--- src/rtl/eth_dc_hs_rx.sv ---
// Receive side of a two-phase req/ack toggle handshake: synchronises the foreign
// request toggle, captures the bundled word and hands it to local logic via valid/ready.
module eth_dc_hs_rx #(
   parameter int DATA_W      = 8,
   parameter int SYNC_STAGES = 2,
   parameter int CNT_W       = 16
) (
   input  logic              clk,
   input  logic              reset_n,
   input  logic              req_tgl,
   input  logic [DATA_W-1:0] data_in,
   output logic              ack_tgl,
   output logic              evt_valid,
   output logic [DATA_W-1:0] evt_data,
   input  logic              evt_ready,
   output logic [CNT_W-1:0]  evt_cnt,
   output logic              proto_err,
   input  logic              err_clr
);

   typedef enum logic {IDLE, VALID} state_t;

   state_t                 state_q, state_d;
   logic [SYNC_STAGES-1:0] sync_q;
   logic                   req_seen_q, req_seen_d;
   logic                   ack_q, ack_d;
   logic                   valid_q, valid_d;
   logic [DATA_W-1:0]      data_q, data_d;
   logic [CNT_W-1:0]       cnt_q, cnt_d;
   logic                   err_q, err_d;
   logic                   req_sync;
   logic                   req_new;

   assign req_sync = sync_q[SYNC_STAGES-1];
   assign req_new  = (req_sync != req_seen_q);

   always_ff @(posedge clk or negedge reset_n) begin
      if (!reset_n) begin
         sync_q     <= '0;
         state_q    <= IDLE;
         req_seen_q <= 1'b0;
         ack_q      <= 1'b0;
         valid_q    <= 1'b0;
         data_q     <= '0;
         cnt_q      <= '0;
         err_q      <= 1'b0;
      end else begin
         sync_q     <= {sync_q[SYNC_STAGES-2:0], req_tgl};
         state_q    <= state_d;
         req_seen_q <= req_seen_d;
         ack_q      <= ack_d;
         valid_q    <= valid_d;
         data_q     <= data_d;
         cnt_q      <= cnt_d;
         err_q      <= err_d;
      end
   end

   always_comb begin
      state_d    = state_q;
      req_seen_d = req_seen_q;
      ack_d      = ack_q;
      valid_d    = valid_q;
      data_d     = data_q;
      cnt_d      = cnt_q;
      err_d      = err_q;
      if (err_clr) begin
         err_d = 1'b0;
      end
      case (state_q)
         IDLE: begin
            if (req_new) begin
               data_d     = data_in;
               valid_d    = 1'b1;
               req_seen_d = req_sync;
               state_d    = VALID;
            end
         end
         VALID: begin
            // A fresh toggle here is left uncaptured; IDLE picks up whatever mismatch remains.
            if (req_new) begin
               err_d = 1'b1;
            end
            if (evt_ready) begin
               valid_d = 1'b0;
               ack_d   = ~ack_q;
               cnt_d   = cnt_q + CNT_W'(1);
               state_d = IDLE;
            end
         end
         default: state_d = IDLE;
      endcase
   end

   assign ack_tgl   = ack_q;
   assign evt_valid = valid_q;
   assign evt_data  = data_q;
   assign evt_cnt   = cnt_q;
   assign proto_err = err_q;

endmodule

--- config.mk ---
export PLATFORM = sky130hd
export DESIGN_NAME = eth_dc_hs_rx
export DESIGN_NICKNAME = d
export VERILOG_FILES = /design/src/rtl/eth_dc_hs_rx.sv
export SDC_FILE = /design/constraint.sdc
export NUM_CORES = 1
export LEC_CHECK = 0
export ABC_AREA = 1
export BUFFER_PORTS_ARGS = -buffer_cell sky130_fd_sc_hd__buf_2
export CAP_MARGIN = 10
export CORE_MARGIN = 2
export CORE_UTILIZATION = 54
export CTS_BUF_LIST = sky130_fd_sc_hd__clkbuf_16
export DETAILED_ROUTE_END_ITERATION = 10
export PLACE_DENSITY = 0.9
export SYNTH_ARGS = -nofsm -noshare
export SYNTH_HDL_FRONTEND = slang
export SYNTH_SLANG_ARGS = --single-unit
--- constraint.sdc ---
create_clock -name clk -period 3.21 [get_ports clk]
set_input_delay 0.321 -clock clk [delete_from_list [all_inputs] [get_ports clk]]
set_output_delay 0.321 -clock clk [all_outputs]
set_load 0.005 [all_outputs]
==> flow_summary.ini <==
[outcome]
status = completed

[power_and_ir_drop]
power_density_nw_per_um2 = 851
irDropWorstVdd_uv = 616
leakage_nw = 0.999
p_total_mw = 1.54

[setup_path]
r2r_cells = 5
crit-reg2reg-launch = sync_q[1]
cpMostUsedCell = nand2_1
rrSetupSlack_ps = 1820
endpoint_kind = flip-flop
path_delay_family = simple AND/OR/NAND/NOR gates
critPathBufInv = 1
critPathArrivalTime_ps = 1550
start_kind = flip-flop
required_ps = 3370
cp_cell_sequence = xnor2_1, nor2_2, inv_2, nand2_1, nand2_1
path_class = flip-flop to flip-flop
r2r_end = evt_data[1]
slowest_stage = dfrtp_1
critPathMaxStageDelay_ps = 400
cp_max_fo = 10

[drt]
drt-wirelength-per-cell_um = 13.9
vias_per_cell = 5.04
route.detailed.drc = 0
drt-total-wl_mm = 3.20
drtIter0Drc = 25
first_pass_iters = 5
vias = 1165
drtAntennaViolNets = 0

[sta]
slew_viol_final = 0
rsz0062_at_grt = no
layout_setup_ws_ps = 1820
clock.fmax_ghz = 0.720
min_period_ps = 1390
setup_violations = 0
fin_setup_tns_ps = 0
fin_worst_skew_ps = 4.15
worst_pin_slew_ps = 667
slew_headroom = 0.556
hold_viol_final = 0
worst_hold_slack_ps = 82.0
fin_crit_sh = 0.432

[cells_and_area]
area_growth_pct = 27.1
fin_util = 0.730
n_antenna_cell = 0
drive_above_1_share = 0.308
fin_nets = 214
fin_cells = 231
fin_area_um2 = 1810

[grt]
grt.overflow.total = 0
grt_max_degree = 32
grtUsageTotal = 0.228
grt_pass1_wl_mm = 5.20
antenna_found_initial = 0
grt_pass1_vias = 1124

[worst_hold_path]
hold_path.class = primary input to async pin

[place]
place_hpwl_mm = 2.13
io_buffers = 39
dp_slack_ps = 1820
gp_congestion = 0.873
place_area_um2 = 1640
placed_cells = 223

[cts]
cts_setup_buffers = 0
cts_buffers = 5
cts_tree = yes
clock_path_buffers = 2
htree_levels = 2
cts.clk_slew.worst_paths_ps = 50
cts_hold_buf = 0
cts_root_buffer = clkbuf_16
cts-resized-gates = 0
cts_sinks = 31
clk_latency_ps = 270

[yosys]
syn_nets = 169
syn_area_um2 = 1420
syn_area_per_cell_um2 = 9.18
netlist_instances = 155
synth_area_leaders = dfrtp_1 55%, nand2_1 13%, xor2_1 4.9%
yosysTopAreaCellShare = 0.545
ys_types = 22
synth_area_leader_cell = dfrtp_1
ys_warn_count = 0
synth_seq_cells = 31
yosysSeqAreaShare = 0.545

[run]
maxCapViolCount = 0

[die]
fp.dieH_um = 55.3
chipWidth_um = 55.3
coreArea_um2 = 2480
rows = 18
die_area_um2 = 3060
initial_core_util = 0.574
io_pins = 40
## Yosys cell counts, drive strengths merged
master,n
nand2,54
dfrtp,31
inv,19
nor2,17
nand3,9
xor2,8
xnor2,5
nand4,4
a21oi,1
buf,1
ha,1
nand3b,1
nor3,1
o21a,1
o21ai,1
o22ai,1
## registers in the layout, summed over array words and instances (netlist names)
name        count
sync_q          2
evt_cnt        16
evt_data        8
proto_err       1
req_seen_q      1
state_q         1
evt_valid       1
ack_tgl         1
## worst max-delay path by stage
| stage | startpoint | end | depth (start not counted) |
|---|---|---|---|
| CTS | sync_q[1] | evt_data[1] | 5 |
| global route | sync_q[1] | evt_data[1] | 5 |
| floorplan | evt_cnt[1] | evt_cnt[12] | 8 |
| detailed placement | sync_q[1] | evt_data[1] | 5 |
| finish | sync_q[1] | evt_data[1] | 5 |
| global placement | sync_q[1] | evt_data[2] | 5 |
## layout by cell type, fill, tap and decap left out, types with 2 or more instances in the layout
cell / n
buf_2: 39
nand3_1: 6
nand4_1: 4
clkbuf_16: 5
nand3_2: 3
xnor2_1: 5
nor2_4: 3
nand2_2: 2
xor2_1: 8
dfrtp_1: 31
nor2_2: 6
nor2_1: 8
nand2_1: 51
inv_1: 18
## report_power, final
| part | switching [mW] | internal (mW) | total, mW |
|---|---|---|---|
| Clock | 0.158 | 0.361 | 0.519 |
| Sequential | 0.108 | 0.512 | 0.620 |
| Combinational | 0.229 | 0.171 | 0.400 |
| Total | 0.495 | 1.04 | 1.54 |
## layer usage
metal | vias up | GRT usage | share of wire
met5 | - | 0 | 0
met4 | 0 | 0.111 | 0.027
met3 | 12 | 0.0632 | 0.052
met2 | 47 | 0.366 | 0.52
met1 | 542 | 0.283 | 0.40
li1 | 564 | - | -
## logic make-up (layout without fill, tap and decap cells)
family                   Yosys count  after routing  synth area share
adder cells (fa/ha/maj)            1              1           0.00879
AO/OA/AOI/OAI                      4              4            0.0167
buffers and inverters             20             66            0.0580
AND/OR/NAND/NOR                   86             86             0.291
flip-flops                        31             31             0.545
XOR/XNOR                          13             13            0.0800
## final cells by class
type | count | area, µm²
clock buffers | 5 | 125
clock inverters | 3 | 38.8
fillers | 191 | 669
inverters | 19 | 71.3
multi-input cells | 104 | 564
flip-flops and latches | 31 | 776
well taps | 30 | 37.5
repair buffers | 39 | 195
No activity file was read; power rests on OpenSTA's default activity.
